===== src/rtl/lsu_wb_pkg.sv =====
// lsu_wb_pkg: shared definitions for the LSU Wishbone initiator.
//   - state_t     : FSM encoding for lsu_wb_master
//   - F3_*        : RV32 load/store width codes (funct3)
//   - sel_for     : byte-select pattern for a width at a byte offset
//   - lane_shift  : moves right-justified store data into its byte lanes
package lsu_wb_pkg;

    typedef enum logic [1:0] {
        ST_IDLE   = 2'd0,
        ST_ACCESS = 2'd1,
        ST_RESP   = 2'd2
    } state_t;

    localparam logic [2:0] F3_B  = 3'b000;
    localparam logic [2:0] F3_H  = 3'b001;
    localparam logic [2:0] F3_W  = 3'b010;
    localparam logic [2:0] F3_BU = 3'b100;
    localparam logic [2:0] F3_HU = 3'b101;

    // Illegal codes fall through to a full-word pattern; they never reach the bus.
    function automatic logic [3:0] sel_for(input logic [2:0] f3, input logic [1:0] a);
        logic [3:0] s;
        case (f3)
            F3_B, F3_BU: s = 4'b0001 << a;
            F3_H, F3_HU: s = 4'b0011 << a;
            default:     s = 4'b1111;
        endcase
        return s;
    endfunction

    function automatic logic [31:0] lane_shift(input logic [31:0] d, input logic [1:0] a);
        return d << {a, 3'b000};
    endfunction

endpackage


===== src/rtl/lsu_wb_align.sv =====
// lsu_wb_align: purely combinational data-path helpers for lsu_wb_master.
// Request side (from the CPU, evaluated in IDLE):
//   req_funct3_i, req_we_i, req_lsb_i, req_wdata_i -> lane_data_o, sel_o, bad_o
//   bad_o = misaligned access or illegal width code (no bus cycle is issued).
// Load side (from the bus, evaluated in ACCESS):
//   ld_funct3_i, ld_raw_i -> ld_data_o (sign/zero extended, raw is right-justified).
module lsu_wb_align
    import lsu_wb_pkg::*;
(
    input  logic [2:0]  req_funct3_i,
    input  logic        req_we_i,
    input  logic [1:0]  req_lsb_i,
    input  logic [31:0] req_wdata_i,
    output logic [31:0] lane_data_o,
    output logic [3:0]  sel_o,
    output logic        bad_o,
    input  logic [2:0]  ld_funct3_i,
    input  logic [31:0] ld_raw_i,
    output logic [31:0] ld_data_o
);

    logic illegal;
    logic misaligned;

    assign lane_data_o = lane_shift(req_wdata_i, req_lsb_i);
    assign sel_o       = sel_for(req_funct3_i, req_lsb_i);
    assign bad_o       = illegal | misaligned;

    always_comb begin
        illegal    = 1'b0;
        misaligned = 1'b0;
        case (req_funct3_i)
            F3_B:  illegal = 1'b0;
            // Unsigned widths only exist for loads.
            F3_BU: illegal = req_we_i;
            F3_H:  misaligned = req_lsb_i[0];
            F3_HU: begin
                illegal    = req_we_i;
                misaligned = req_lsb_i[0];
            end
            F3_W:  misaligned = |req_lsb_i;
            default: illegal = 1'b1;
        endcase
    end

    always_comb begin
        ld_data_o = ld_raw_i;
        case (ld_funct3_i)
            F3_B:  ld_data_o = {{24{ld_raw_i[7]}}, ld_raw_i[7:0]};
            F3_BU: ld_data_o = {24'd0, ld_raw_i[7:0]};
            F3_H:  ld_data_o = {{16{ld_raw_i[15]}}, ld_raw_i[15:0]};
            F3_HU: ld_data_o = {16'd0, ld_raw_i[15:0]};
            default: ld_data_o = ld_raw_i;
        endcase
    end

endmodule


===== src/rtl/lsu_wb_master.sv =====
// lsu_wb_master: Wishbone classic single-access initiator for the CPU LSU.
// One RV32 load/store at a time: IDLE -> ACCESS -> RESP (or IDLE -> RESP
// directly when the request is misaligned or has an illegal width).
// Ports:
//   clk, rst_n                  clock, synchronous active-low reset
//   req_valid/req_ready         request handshake (ready only in IDLE)
//   req_we/addr/wdata/funct3    request payload
//   resp_valid/rdata/err        one-cycle completion pulse with result
//   wb_cyc_o/stb_o/we_o/adr_o/dat_o/sel_o   Wishbone master outputs (registered)
//   wb_dat_i/ack_i/err_i        Wishbone slave returns
// Parameter TIMEOUT_CYCLES (1..65535): ACCESS cycle limit.
// Build option: define WB_TIMEOUT_EN to abort an unanswered access after
// TIMEOUT_CYCLES cycles with resp_err=1; otherwise ACCESS waits forever.
module lsu_wb_master
    import lsu_wb_pkg::*;
#(
    parameter int unsigned TIMEOUT_CYCLES = 255
) (
    input  logic        clk,
    input  logic        rst_n,
    input  logic        req_valid,
    output logic        req_ready,
    input  logic        req_we,
    input  logic [31:0] req_addr,
    input  logic [31:0] req_wdata,
    input  logic [2:0]  req_funct3,
    output logic        resp_valid,
    output logic [31:0] resp_rdata,
    output logic        resp_err,
    output logic        wb_cyc_o,
    output logic        wb_stb_o,
    output logic        wb_we_o,
    output logic [31:0] wb_adr_o,
    output logic [31:0] wb_dat_o,
    output logic [3:0]  wb_sel_o,
    input  logic [31:0] wb_dat_i,
    input  logic        wb_ack_i,
    input  logic        wb_err_i
);

    if (TIMEOUT_CYCLES < 1 || TIMEOUT_CYCLES > 65535) begin : g_bad_timeout
        $error("lsu_wb_master: TIMEOUT_CYCLES must be in 1..65535");
    end

    state_t      state_q, state_d;
    logic        we_q, we_d;
    logic [31:0] adr_q, adr_d;
    logic [31:0] dat_q, dat_d;
    logic [3:0]  sel_q, sel_d;
    logic [2:0]  f3_q, f3_d;
    logic [31:0] rdata_q, rdata_d;
    logic        err_q, err_d;

    logic [31:0] lane_data;
    logic [3:0]  lane_sel;
    logic        req_bad;
    logic [31:0] ld_data;

`ifdef WB_TIMEOUT_EN
    localparam int CW = $clog2(TIMEOUT_CYCLES + 1);
    localparam logic [CW-1:0] TO_VAL = CW'(TIMEOUT_CYCLES);
    logic [CW-1:0] cnt_q, cnt_d;
    logic [CW-1:0] cnt_inc;
    logic          expire;

    // cnt_inc is the number of ACCESS cycles including the current one, so
    // expiry fires in the TIMEOUT_CYCLES-th cycle.
    assign cnt_inc = cnt_q + CW'(1);
    assign expire  = (cnt_inc == TO_VAL);
`endif

    lsu_wb_align u_align (
        .req_funct3_i (req_funct3),
        .req_we_i     (req_we),
        .req_lsb_i    (req_addr[1:0]),
        .req_wdata_i  (req_wdata),
        .lane_data_o  (lane_data),
        .sel_o        (lane_sel),
        .bad_o        (req_bad),
        .ld_funct3_i  (f3_q),
        .ld_raw_i     (wb_dat_i),
        .ld_data_o    (ld_data)
    );

    assign req_ready  = (state_q == ST_IDLE);
    assign wb_cyc_o   = (state_q == ST_ACCESS);
    assign wb_stb_o   = (state_q == ST_ACCESS);
    assign resp_valid = (state_q == ST_RESP);
    assign resp_rdata = rdata_q;
    assign resp_err   = err_q;
    assign wb_we_o    = we_q;
    assign wb_adr_o   = adr_q;
    assign wb_dat_o   = dat_q;
    assign wb_sel_o   = sel_q;

    always_ff @(posedge clk) begin
        if (!rst_n) begin
            state_q <= ST_IDLE;
            we_q    <= 1'b0;
            adr_q   <= '0;
            dat_q   <= '0;
            sel_q   <= '0;
            f3_q    <= '0;
            rdata_q <= '0;
            err_q   <= 1'b0;
`ifdef WB_TIMEOUT_EN
            cnt_q   <= '0;
`endif
        end else begin
            state_q <= state_d;
            we_q    <= we_d;
            adr_q   <= adr_d;
            dat_q   <= dat_d;
            sel_q   <= sel_d;
            f3_q    <= f3_d;
            rdata_q <= rdata_d;
            err_q   <= err_d;
`ifdef WB_TIMEOUT_EN
            cnt_q   <= cnt_d;
`endif
        end
    end

    always_comb begin
        state_d = state_q;
        we_d    = we_q;
        adr_d   = adr_q;
        dat_d   = dat_q;
        sel_d   = sel_q;
        f3_d    = f3_q;
        rdata_d = rdata_q;
        err_d   = err_q;
`ifdef WB_TIMEOUT_EN
        cnt_d   = cnt_q;
`endif
        case (state_q)
            ST_IDLE: begin
                if (req_valid) begin
                    we_d  = req_we;
                    adr_d = req_addr;
                    dat_d = lane_data;
                    sel_d = lane_sel;
                    f3_d  = req_funct3;
                    if (req_bad) begin
                        // Rejected before touching the bus.
                        err_d   = 1'b1;
                        rdata_d = '0;
                        state_d = ST_RESP;
                    end else begin
                        state_d = ST_ACCESS;
`ifdef WB_TIMEOUT_EN
                        cnt_d   = '0;
`endif
                    end
                end
            end
            ST_ACCESS: begin
`ifdef WB_TIMEOUT_EN
                cnt_d = cnt_inc;
`endif
                // Error beats a simultaneous ack; either beats a timeout.
                if (wb_err_i) begin
                    err_d   = 1'b1;
                    rdata_d = '0;
                    state_d = ST_RESP;
                end else if (wb_ack_i) begin
                    err_d   = 1'b0;
                    rdata_d = we_q ? 32'd0 : ld_data;
                    state_d = ST_RESP;
                end
`ifdef WB_TIMEOUT_EN
                else if (expire) begin
                    err_d   = 1'b1;
                    rdata_d = '0;
                    state_d = ST_RESP;
                end
`endif
            end
            ST_RESP: begin
                // Result is only meaningful during the pulse.
                rdata_d = '0;
                err_d   = 1'b0;
                state_d = ST_IDLE;
            end
            default: state_d = ST_IDLE;
        endcase
    end

endmodule


===== config.mk =====
export PLATFORM = sky130hd
export DESIGN_NAME = lsu_wb_master
export DESIGN_NICKNAME = d
export VERILOG_FILES = /design/src/rtl/lsu_wb_pkg.sv /design/src/rtl/lsu_wb_align.sv /design/src/rtl/lsu_wb_master.sv
export SDC_FILE = /design/constraint.sdc
export NUM_CORES = 1
export LEC_CHECK = 0
export CAP_MARGIN = 40
export CORE_MARGIN = 3
export CORE_UTILIZATION = 34
export CTS_BUF_LIST = sky130_fd_sc_hd__clkbuf_8
export DETAILED_ROUTE_END_ITERATION = 7
export GPL_TIMING_DRIVEN = 0
export PLACE_DENSITY = 0.67
export SKIP_LAST_GASP = 1
export SYNTH_ARGS = -nofsm -noshare
export SYNTH_HDL_FRONTEND = slang
export SYNTH_SLANG_ARGS = --single-unit

===== constraint.sdc =====
create_clock -name clk -period 2.25 [get_ports clk]
set_input_delay 0.5625 -clock clk [delete_from_list [all_inputs] [get_ports clk]]
set_output_delay 0.5625 -clock clk [all_outputs]
set_load 0.01 [all_outputs]

# [Yosys cells after proc, flatten, opt, wreduce, memory -nomap -nowiden]
# Cells that the tools add are included.
[word_totals] register_bits=107 elab_cells=56 in_bits=105 output_inout_bits=106
[op_classes] n_eq_ne=12 reduce_logical=12 shifts=3 n_bitwise=1 n_mux=20
[ops] op="$mux 32" count=5
[ops] op="$pmux 32 s4" count=1
[ops] op="$pmux 32 s3" count=1
[ops] op="$shl 32x5->32" count=1
[ops] op="$eq 3x3->1 const B" count=4
[ops] op="$mux 2" count=4
[ops] op="$pmux 4 s2" count=1
[ops] op="$reduce_or 2->1" count=4
[ops] op="$eq 3x1->1 const B" count=2
[ops] op="$logic_not 3->1" count=2
[ops] op="$mux 1" count=4
[ops] op="$pmux 1 s2" count=2
[ops] op="$pmux 2 s2" count=1
[ops] op="$reduce_and 2->1" count=2
[ops] op="$reduce_and 4->1" count=1
[ops] op="$shl 1x2->4 const A" count=1
[ops] op="$shl 2x2->4 const A" count=1
[ops] op="$eq 3x2->1 const B" count=1
[ops] op="$ne 3x1->1 const B" count=1
[ops] op="$pmux 1 s3" count=1
[ops] op="$reduce_bool 3->1" count=1
[ops] op="$reduce_or 3->1" count=1
[ops] op="$eq 2x1->1 const B" count=1
[ops] op="$eq 2x2->1 const B" count=1
[ops] op="other kinds (4)" count=4

# [Logic depth before layout (Yosys ltp)]
# Gate-level depths: netlist (run 1).
[logic_depth] word_depth=7 ltp_mapped=6 mapped_depth_nobuf=4

# [Cells and area by module]
# Synthesis (run 1) repeated with hierarchy kept, for this count alone.
[hier_totals] cells_unflattened=619 hier_area_um2=5212.5
[modules_own_cells] mod="lsu_wb_master" area_per_inst_um2=4277.9 seq_area_each_um2=2142.1 n_inst=1 cells_each=476
[modules_own_cells] mod="lsu_wb_align" area_per_inst_um2=934.6 seq_area_each_um2=0.0 n_inst=1 cells_each=143

# [Least setup slack after synthesis (run 1)]
# No wires, ideal clock.
[synth_timing] path_type="input to register" start="in req_we" end="reg rdata_q[10] (netlist: resp_rdata[10])" required_time_ps=2178 arrival_ps=1723 setup_time_ps=72 path_stages=5 path_slack_ps=455 path_buffers=1 cell_sequence="a221oi_2 > a21oi_2 > a221oi_4 > buf_8 > mux2i_1"
[synth_between] elab_chain_len=4
[synth_rtl] item="start, declared" line_no="lsu_wb_master.sv:23" rtl="input logic req_we,"
[synth_rtl] item="$pmux 1 s2" line_no="lsu_wb_align.sv:32" rtl="case (req_funct3_i)"
[synth_rtl] item="$or 1x1->1" line_no="lsu_wb_align.sv:27" rtl="assign bad_o = illegal | misaligned;"
[synth_rtl] item="$ne 2x1->1 (no line)"
[synth_rtl] item="$reduce_and 4->1 (no line)"
[synth_rtl] item="end signal, assigned" line_no="lsu_wb_master.sv:116" rtl="rdata_q <= rdata_d;"
[synth_rtl] item="end, declared" line_no="lsu_wb_master.sv:51" rtl="logic [31:0] rdata_q, rdata_d;"
# No other way between the ends.
# A chain may end at the register's enable or synchronous reset.

# [Worst setup path after layout (run 1)]
[layout_timing] start="reg state_q[0]" end="out wb_stb_o"
[layout_between] elab_chain_len=1
[layout_rtl] item="start, declared" line_no="lsu_wb_master.sv:45" rtl="state_t state_q, state_d;"
[layout_rtl] item="start signal, assigned" line_no="lsu_wb_master.sv:110" rtl="state_q <= state_d;"
[layout_rtl] item="$eq 2x1->1" line_no="lsu_wb_master.sv:87" rtl="assign wb_stb_o = (state_q == ST_ACCESS);"
[layout_rtl] item="end, declared" line_no="lsu_wb_master.sv:31" rtl="output logic wb_stb_o,"
# No other way between the ends.

==> metrics.md, run 1 <==
| Metric | Value |
|---|---|
| Status | complete, no violations |
| EDFF count, synth | 0 |
| Design area | 7430 um2 |
| Fmax | 0.460 GHz |
| Die W | 125 um |
| Critical Path Sink Type | primary output |
| Clock power frac | 28.0% |
| Type of the worst min-delay path | reg -> reg |
| Leak | 2.87 nW |
| Post-synth ARST share | 0% |
| Core Area | 13600 um2 |
| Least-Margin Pin Slew | 0.558 ns |
| Worst clock skew | 0.00525 ns |
| Int Power | 3.05 mW |
| Register area share after synthesis | 44.3% |
| Setup_tns | 0 ns |
| H-Tree Depth | 3 |
| GRT Util Overall | 20.1% |
| Vias in the first global route | 4965 |
| Mapped cell area | 4830 um2 |
| Slew Limit Fails | 0 |
| Reg clk slew, reported paths | 0.09 ns |
| Hold Path Depth | 2 |
| Placed cell area | 7160 um2 |
| Initial antenna violation count | 0 |
| Max clock buf depth | 2 |
| Top-Level Pins | 211 |
| HPWL after DPL | 12.5 mm |
| Logic pwr share | 23.7% |
| Post-layout util | 54.8% |
| Mux contribution to synthesized area | 12.2% |
| Top-count cell post-synth | nand2_1 |
| Height of the die | 125 um |
| Critical Setup Path Class | reg -> out |
| Psw | 1.18 mW |
| Initial core utilization | 35.6% |
| Total grt overflow | 0 |
| Diode count | 0 |
| Final Hold Viols | 0 |
| Initial drt markers | 328 |
| Worst EP arrival | 1.61 ns |
| Final nets | 892 |
| Port buffer count | 210 |
| Final Wtd Congestion | 0.846 |
| Post-Synth Simple-Gate Area | 22.0% |
| Hold slack | 0.458 ns |
| Later-pin clock latency in the skew report | 0.38 ns |
| PnR worst setup slack | 0.0766 ns |
| Unrepaired setup endpoints after global routing | no |
| Most used DFF post-synth | dfxtp_1 |
| Main combinational cell family by area after synthesis | simple AND/OR/NAND/NOR gates |
| # hold bufs at CTS | 0 |
| Die ar. | 15700 um2 |
| Crit path time final | 2.17 ns |
| Period utilisation layout | 96.6% |
| DR vias | 4801 |
| Avg Cell Area, Syn | 8.60 um2 |
| Post-DR wirelength/cell | 16.7 um |
| Reg2Reg Depth | 6 |
| Site Rows | 42 |
| Setup crit start kind | flip-flop |
| Compound-Gate Fraction of Synth Area | 16.4% |
| CTS root buf | clkbuf_8 |
| Num CTS Buffers | 9 |
| CP max FO | 6 |
| Drt first pass iters | 6 |
| Vias/cell | 4.96 |
| Area growth from synthesis to layout | 53.6% |
| Endpoints failing setup | 0 |
| Required time worst endpoint | 1.69 ns |
| Peak supply drop | 0.245 mV |
| Post-synth top area share | 44.3% |
| Syn_nets | 667 |
| Drc violations | 0 |
| Synth top area cells | dfxtp_1 44%, nand2_1 13%, mux2i_1 10% |
| Cell accounting for the most synthesized area | dfxtp_1 |
| Routed Wire Length | 16.2 mm |
| Max_cap viols | 0 |
| Pwr per Cell Area | 570 nW/um2 |
| Global-route wire length before repair | 25.3 mm |
| Share of layout cells above drive strength 1 | 7.32% |
| Yosys reg bits | 107 |
| Switching Share | 27.8% |
| Largest net degree at the start of global routing | 17 |
| Slew margin rel. | 62.8% |
| Cells after synthesis | 562 |
| Setup Slack @ Placement | -0.389 ns |
| Post-synth top cells | 164 x nand2_1, 107 x dfxtp_1, 52 x a21boi_1 |
| Adder-cell area share of the yosys netlist | 0% |
| Sink Count | 107 |
| XOR/XNOR Fraction of Synth Area | 0% |
| Seq pwr share | 48.3% |
| Netlist cell types | 34 |
| CTS tree | done |
| Routed Antenna Nets | 0 |
| Yosys warning total | 0 |
-- power by group through the flow --
stage | Sequential [mW] | Combinational, mW | Clock (mW)
4_1_cts | 2.04 | 1.00 | 1.24
6_report | 2.04 | 1.00 | 1.18
5_1_grt | 2.06 | 1.08 | 1.31
3_5_place_dp | 2.09 | 0.981 | 0
3_3_place_gp | 2.08 | 0.971 | 0
2_1_floorplan | 2.12 | 0.429 | 0
-- cells in the final DEF, fill, tap and decap left out, types with 9 or more instances in the layout --
| cell type | Yosys | routed |
|---|---|---|
| a21boi_1 | 52 | 52 |
| a21oi_1 | 14 | 14 |
| buf_2 | 19 | 18 |
| clkbuf_1 | 23 | 23 |
| clkbuf_8 | 0 | 13 |
| clkdlybuf4s50_1 | 0 | 210 |
| dfxtp_1 | 107 | 105 |
| mux2i_1 | 50 | 50 |
| nand2_1 | 164 | 164 |
| nand2b_1 | 19 | 19 |
| nand3_1 | 24 | 24 |
| nor2b_1 | 13 | 11 |
| nor3_1 | 9 | 9 |
| o211a_1 | 9 | 9 |
| o211ai_1 | 16 | 16 |
-- flip-flops by register name, summed over array words and instances, names as in the netlist --
register / cells
f3_q: 3
resp_err: 1
resp_rdata: 32
state_q: 2
wb_adr_o: 32
wb_dat_o: 32
wb_sel_o: 4
wb_we_o: 1
-- critical path, cell delays in order, from the launching register on --
cell,delay (ns)
dfxtp_4,0.40
nor2b_4,0.19
buf_4,0.13
clkdlybuf4s50_1,0.52
-- kinds of logic (layout without fill, tap and decap cells) --
| group | Yosys count | count (layout) |
|---|---|---|
| mux | 58 | 58 |
| simple gates | 241 | 241 |
| flops | 107 | 107 |
| buf+inv | 49 | 279 |
| compound gates | 107 | 107 |
-- what timing repair did --
item                                   in CTS  in global routing
pin swaps                                   1                  0
resized for setup                           4                  5
buffers inserted                            2                  2
setup endpoints to repair                   4                  7
endpoints found under the hold margin       0                  0
-- routing by layer --
metal  vias to the layer above  part of all wire, %  global-route usage, %  routed length [um]
li1                       2335                    -                      -                   -
met4                         0                  1.6                   6.95                 254
met3                        17                  7.8                   5.42                1260
met1                      2283                   42                   24.2                6790
met5                         -                    0                      0                   0
met2                       166                   49                   34.5                7880
-- final timing paths --
kind,slack (ns),start,end
worst min-delay path,0.46,wb_dat_o[1]$_SDFFE_PN0P_,wb_dat_o[1]$_SDFFE_PN0P_
worst min register to register,0.46,wb_dat_o[1]$_SDFFE_PN0P_,wb_dat_o[1]$_SDFFE_PN0P_
worst max register to register,0.49,state_q[1]$_SDFFE_PN0P_,wb_dat_o[19]$_SDFFE_PN0P_
worst max-delay path,0.08,state_q[0]$_SDFFE_PN0P_,wb_stb_o
-- layout make-up --
| cell class | count | area, um2 |
|---|---|---|
| Fill cell | 1246 | 6130 |
| Multi-Input combinational cell | 406 | 2470 |
| Sequential cell | 107 | 2150 |
| Timing Repair Buffer | 214 | 2140 |
| Buffer | 47 | 240 |
| Tap cell | 176 | 220 |
| Clock buffer | 13 | 179 |
| Clock inverter | 3 | 20.0 |
| Inverter | 2 | 7.51 |
-- through the flow --
stage,power [mW],std cells
after floorplan,2.55,562
after global placement,3.05,948
after detailed placement,3.07,948
after CTS,4.29,966
after global routing,4.45,968
final,4.23,968
(Power assumes the default switching activity.)
==> inputs of run 2 (changes only) <==
--- a/config.mk
+++ b/config.mk
@@ -6,7 +6,6 @@
 export NUM_CORES = 1
 export LEC_CHECK = 0
 export CAP_MARGIN = 40
-export CORE_MARGIN = 3
 export CORE_UTILIZATION = 34
 export CTS_BUF_LIST = sky130_fd_sc_hd__clkbuf_8
 export DETAILED_ROUTE_END_ITERATION = 7
==> run 2 against run 1 <==
Effect of this change: register-to-register slack worse by 0.14 ns; global-route usage is 1.4 points higher; sequential cell count stayed put; clock power is 7% higher; setup slack worse by 0.064 ns; utilization is 1.2 points lower; maximum frequency is 2.9% lower; via count is 0.21% higher; combinational power hardly changed; largest power group unchanged.
==> metrics.md, run 2 (synthesis results as in run 1) <==
| Metric | Value |
|---|---|
| Slew Limit Fails | 0 (unchanged) |
| Commonest non-fill, non-tap cells in the layout | 210 x clkdlybuf4s50_1, 164 x nand2_1, 106 x dfxtp_1 (was 210 x clkdlybuf4s50_1, 164 x nand2_1, 105 x dfxtp_1) |
| Slew margin rel. | 65.6% (was 62.8%) |
| Drc violations | 0 (unchanged) |
| Final Non-Filler Cells | 970 (was 968) |
| Drt first pass iters | 4 (was 6) |
| Peak supply drop | 0.264 mV (was 0.245 mV) |
| Crit-path leading delay family | buffers and inverters (unchanged) |
| Site Rows | 43 (was 42) |
| CTS root buf | clkbuf_8 (unchanged) |
| Worst clock skew | 0.0100 ns (was 0.00525 ns) |
| H-Tree Depth | 3 (unchanged) |
| Sink Count | 107 (unchanged) |
| Dpl cells | 952 (was 948) |
| Height of the die | 121 um (was 125 um) |
| Port buffer count | 210 (unchanged) |
| DR vias | 4811 (was 4801) |
| Worst EP arrival | 1.68 ns (was 1.61 ns) |
| Type of the worst min-delay path | reg -> reg (unchanged) |
| Final Hold Viols | 0 (unchanged) |
| Routed Wire Length | 15.8 mm (was 16.2 mm) |
| Leak | 2.87 nW (about the same) |
| Largest net degree at the start of global routing | 18 (was 17) |
| Later-pin clock latency in the skew report | 0.37 ns (was 0.38 ns) |
| Crit-path slowest cell | clkdlybuf4s50_1 (unchanged) |
| Period utilisation layout | 99.4% (was 96.6%) |
| CTS tree | done (unchanged) |
| Critical path, cell by cell | nor2b_4 > buf_4 > clkdlybuf4s50_1 (unchanged) |
| Num CTS Buffers | 9 (unchanged) |
| Critical Setup Path Class | reg -> out (unchanged) |
| Unrepaired setup endpoints after global routing | yes (was no) |
| Total grt overflow | 0 (unchanged) |
| Area growth from synthesis to layout | 53.7% (was 53.6%) |
| Critical Path Sink Type | primary output (unchanged) |
| Initial antenna violation count | 0 (unchanged) |
| Core Area | 13900 um2 (was 13600 um2) |
| Required time worst endpoint | 1.69 ns (about the same) |
| Initial core utilization | 34.8% (was 35.6%) |
| Crit path time final | 2.24 ns (was 2.17 ns) |
| Vias/cell | 4.96 (about the same) |
| Max clock buf depth | 2 (unchanged) |
| Bufs and invs on worst path | 2 (unchanged) |
| CP max FO | 9 (was 6) |
| Reg clk slew, reported paths | 0.10 ns (was 0.09 ns) |
| Max_cap viols | 0 (unchanged) |
| Final nets | 890 (was 892) |
| Setup_tns | 0 ns (unchanged) |
| Die ar. | 14700 um2 (was 15700 um2) |
| FILL cells | 1305 (was 1246) |
| Post-DR wirelength/cell | 16.3 um (was 16.7 um) |
| # hold bufs at CTS | 0 (unchanged) |
| Endpoints failing setup | 0 (unchanged) |
| Routed Antenna Nets | 0 (unchanged) |
| Final Wtd Congestion | 0.847 (was 0.846) |
| Share of layout cells above drive strength 1 | 7.22% (was 7.32%) |
| Top-Level Pins | 211 (unchanged) |
| GRT Util Overall | 21.4% (was 20.1%) |
| Most common cell after layout, fill and taps aside | clkdlybuf4s50_1 (unchanged) |
| Status | complete, no violations (unchanged) |
| Setup crit start kind | flip-flop (unchanged) |
| Least-Margin Pin Slew | 0.516 ns (was 0.558 ns) |
| Initial drt markers | 242 (was 328) |
| Fmax | 0.447 GHz (was 0.460 GHz) |
| Vias in the first global route | 4738 (was 4965) |
| Diode count | 0 (unchanged) |
| Post-layout util | 53.5% (was 54.8%) |
| Global-route wire length before repair | 24.2 mm (was 25.3 mm) |
| Die W | 121 um (was 125 um) |
| CP max stage delay | 0.52 ns (about the same) |
| HPWL after DPL | 12.1 mm (was 12.5 mm) |
| Pwr per Cell Area | 580 nW/um2 (was 570 nW/um2) |
run 2: final cells by class:
class / instances / area [um2] / share of cell area [%]
plain buffers: 47 / 241 / 3.25
clock buffers: 11 / 151 / 2.04
clock inverters: 5 / 60.1 / 0.808
inverters: 2 / 7.51 / 0.101
multi-input cells: 406 / 2470 / 33.2
flip-flops and latches: 107 / 2150 / 28.9
well taps: 180 / 225 / 3.03
repair buffers: 212 / 2130 / 28.7
run 2: power breakdown:
group | internal [mW] | switching, mW
registers | 1.99 | 0.0611
logic | 0.538 | 0.459
clock network | 0.580 | 0.681
total | 3.11 | 1.20
run 2: metrics by stage:
step | hold WS (ns) | setup WS [ns] | instance area (um2) | power, mW
finish | 0.456 | 0.0124 | 7430 | 4.31
global route | 0.477 | -0.0613 | 7430 | 4.53
CTS | 0.461 | -0.0396 | 7390 | 4.34
detailed placement | 0.446 | -0.333 | 7160 | 3.07
global placement | 0.440 | -0.299 | 7160 | 3.05
floorplan | 0.443 | 0.455 | 4830 | 2.55
run 2: what timing repair did:
item                                    4_1_cts  5_1_grt
pin swaps                                     0        1
endpoints found under the setup margin        3       26
buffers inserted                              0        2
gates resized for setup                       5        5
run 2: metal layers:
metal / vias up / global-route usage [%] / wire length, um
met5: - / 0 / 0
met4: 0 / 7.02 / 215
met3: 15 / 4.65 / 1040
met2: 178 / 36.3 / 7490
met1: 2279 / 26.8 / 7070
li1: 2339 / - / -
run 2: final timing paths:
kind	slack (ns)	from	to	cells past startpoint
hold reg to reg	0.46	wb_dat_o[6]$_SDFFE_PN0P_	wb_dat_o[6]$_SDFFE_PN0P_	2
setup / recovery	0.01	state_q[0]$_SDFFE_PN0P_	wb_stb_o	3
setup reg to reg	0.35	state_q[1]$_SDFFE_PN0P_	wb_dat_o[16]$_SDFFE_PN0P_	6
hold / removal	0.46	wb_dat_o[6]$_SDFFE_PN0P_	wb_dat_o[6]$_SDFFE_PN0P_	2
run 2: worst min-delay path: cells and delay by family (launching register included):
family | cells | cell delay, ns
compound gates | 1 | 0.05
flops | 1 | 0.32
simple gates | 1 | 0.05
==> inputs of run 3 (changes only) <==
--- a/config.mk
+++ b/config.mk
@@ -7,7 +7,6 @@
 export LEC_CHECK = 0
 export CAP_MARGIN = 40
 export CORE_UTILIZATION = 34
-export CTS_BUF_LIST = sky130_fd_sc_hd__clkbuf_8
 export DETAILED_ROUTE_END_ITERATION = 7
 export GPL_TIMING_DRIVEN = 0
 export PLACE_DENSITY = 0.67
==> constraint.sdc (replaced) <==
create_clock -name clk -period 2.7 [get_ports clk]
set_input_delay 0.675 -clock clk [delete_from_list [all_inputs] [get_ports clk]]
set_output_delay 0.675 -clock clk [all_outputs]
set_load 0.01 [all_outputs]
==> run 3 against run 2 <==
Effect of this change: register-to-register slack improved by 0.52 ns; via count down 0.31%; clock skew decreased by 0.0045 ns; clock power increased by 9.5%; utilization rose by 0.31 points; first-iteration DRC count rose by 15%; largest cell class unchanged.
==> metrics.md, run 3 (synthesis results as in run 1) <==
| Metric | Value |
|---|---|
| Status | complete, no violations (unchanged) |
| Site Rows | 43 (unchanged) |
| Initial antenna violation count | 0 (unchanged) |
| PnR worst setup slack | 0.112 ns (was 0.0124 ns) |
| Least-Margin Pin Slew | 0.566 ns (was 0.516 ns) |
| Largest net degree at the start of global routing | 18 (unchanged) |
| Critical R2R Launch | state_q[0]$_SDFFE_PN0P_ (was state_q[1]$_SDFFE_PN0P_) |
| Endpoints failing setup | 0 (unchanged) |
| Postcts setup bufs | 0 (unchanged) |
| Min-Delay Startpoint | wb_dat_o[6]$_SDFFE_PN0P_ (unchanged) |
| Setup Slack @ Placement | 0.00487 ns (was -0.333 ns) |
| Pwr per Cell Area | 522 nW/um2 (was 580 nW/um2) |
| Routed Antenna Nets | 0 (unchanged) |
| CP max FO | 9 (unchanged) |
| Drc violations | 0 (unchanged) |
| Top-Level Pins | 211 (unchanged) |
| Setup_tns | 0 ns (unchanged) |
| Commonest non-fill, non-tap cells in the layout | 210 x clkdlybuf4s50_1, 164 x nand2_1, 107 x dfxtp_1 (was 210 x clkdlybuf4s50_1, 164 x nand2_1, 106 x dfxtp_1) |
| Height of the die | 121 um (unchanged) |
| Worst Hold End | wb_dat_o[6]$_SDFFE_PN0P_ (unchanged) |
| Critical Path Sink Type | primary output (unchanged) |
| Placed cell area | 7160 um2 (unchanged) |
| Setup crit start kind | flip-flop (unchanged) |
| GRT Util Overall | 21.4% (about the same) |
| Die W | 121 um (unchanged) |
| Area growth from synthesis to layout | 54.6% (was 53.7%) |
| Post-DR wirelength/cell | 16.3 um (about the same) |
| Max clock buf depth | 2 (unchanged) |
| Slew Limit Fails | 0 (unchanged) |
| Global-route wire length before repair | 24.2 mm (about the same) |
| Port buffer count | 210 (unchanged) |
| Hold slack | 0.452 ns (was 0.456 ns) |
| Sink Count | 107 (unchanged) |
| Worst EP arrival | 1.91 ns (was 1.68 ns) |
| Share of layout cells above drive strength 1 | 6.47% (was 7.22%) |
| Final Hold Viols | 0 (unchanged) |
| Reg clk slew, reported paths | 0.07 ns (was 0.10 ns) |
| Die ar. | 14700 um2 (unchanged) |
| Period utilisation layout | 95.8% |
| Num CTS Buffers | 9 (unchanged) |
| Peak supply drop | 0.266 mV (was 0.264 mV) |
| Worst reg-to-reg setup slack | 0.87 ns (was 0.35 ns) |
| Worst clock skew | 0.00551 ns (was 0.0100 ns) |
| Design area | 7470 um2 (was 7430 um2) |
| Critical Setup Path Class | reg -> out (unchanged) |
| Final nets | 888 (was 890) |
| Routed Wire Length | 15.8 mm (about the same) |
| Diode count | 0 (unchanged) |
| Post_cts resized | 0 (was 5) |
| Reg2Reg Depth | 6 (unchanged) |
| Crit path time final | 2.59 ns |
| Initial drt markers | 278 (was 242) |
| Slew margin rel. | 62.2% (was 65.6%) |
| Max_cap viols | 0 (unchanged) |
| Vias in the first global route | 4746 (was 4738) |
| Initial core utilization | 34.8% (unchanged) |
| CTS root buf | clkbuf_16 (was clkbuf_8) |
| Later-pin clock latency in the skew report | 0.35 ns (was 0.37 ns) |
| # hold bufs at CTS | 0 (unchanged) |
| CTS tree | done (unchanged) |
| HPWL after DPL | 12.1 mm (unchanged) |
| Leak | 2.89 nW (was 2.87 nW) |
| Fmax | 0.386 GHz |
| Most common cell after layout, fill and taps aside | clkdlybuf4s50_1 (unchanged) |
| Type of the worst min-delay path | reg -> reg (unchanged) |
| Unrepaired setup endpoints after global routing | no (was yes) |
| Drt first pass iters | 5 (was 4) |
| DR vias | 4796 (was 4811) |
| Vias/cell | 4.95 (was 4.96) |
| Total grt overflow | 0 (unchanged) |
| H-Tree Depth | 3 (unchanged) |
| Core Area | 13900 um2 (unchanged) |
| Post-layout util | 53.8% (was 53.5%) |
| RR Endpoint | wb_dat_o[16]$_SDFFE_PN0P_ (unchanged) |
| Required time worst endpoint | 2.03 ns (was 1.69 ns) |
| Final Wtd Congestion | 0.847 (unchanged) |
| Hold Path Depth | 2 (unchanged) |
## run 3: changes by cell type in the layout (fill, tap and decap cells not counted), moves of 2 or more
cell       previous run  this run
clkbuf_16             0         9
clkbuf_8             11         2
nor2b_1              11        13
nor2b_4               2         0
## run 3: metal layers
layer	global-route usage (%)	up-vias	part of all wire, %
li1	-	2339	-
met1	26.7	2275	44
met2	36.3	167	48
met3	4.65	15	6.9
met4	6.79	0	1.3
met5	0	-	0
## run 3: worst max-delay path: stages, from the launching register on
cell	delay, ns
dfxtp_1	0.46
nor2b_1	0.41
buf_4	0.18
clkdlybuf4s50_1	0.52
## run 3: per-stage QoR
stage               instances  total power, mW
floorplan                 562             2.12
CTS                       968             3.94
detailed placement        952             2.55
finish                    968             3.90
global route              968             4.07
global placement          952             2.54
## run 3: area by class of cell
class	count	area [um2]
multi-input combinational	406	2450
inverter	2	7.51
sequential	107	2140
clock inverter	5	60.1
fill	1309	6410
buffer	47	238
tap	180	225
clock buffer	11	253
timing repair buffer	210	2100
## run 3: worst max-delay path by stage
stage                                  from                     endpoint  slack [ns]
finish              state_q[0]$_SDFFE_PN0P_                     wb_stb_o        0.11
global route        state_q[0]$_SDFFE_PN0P_                     wb_stb_o       0.006
CTS                 state_q[0]$_SDFFE_PN0P_                     wb_stb_o        0.08
detailed placement            req_funct3[0]   resp_rdata[1]$_SDFFE_PN0P_       0.005
global placement                req_addr[0]    wb_dat_o[31]$_SDFFE_PN0P_        0.04
floorplan                            req_we  resp_rdata[10]$_SDFFE_PN0P_        0.79
## run 3: power by group
part           total, mW  switching [mW]  internal [mW]
logic              0.815           0.379          0.436
clock network       1.38           0.604          0.774
registers           1.71          0.0491           1.66
total               3.90            1.03           2.87
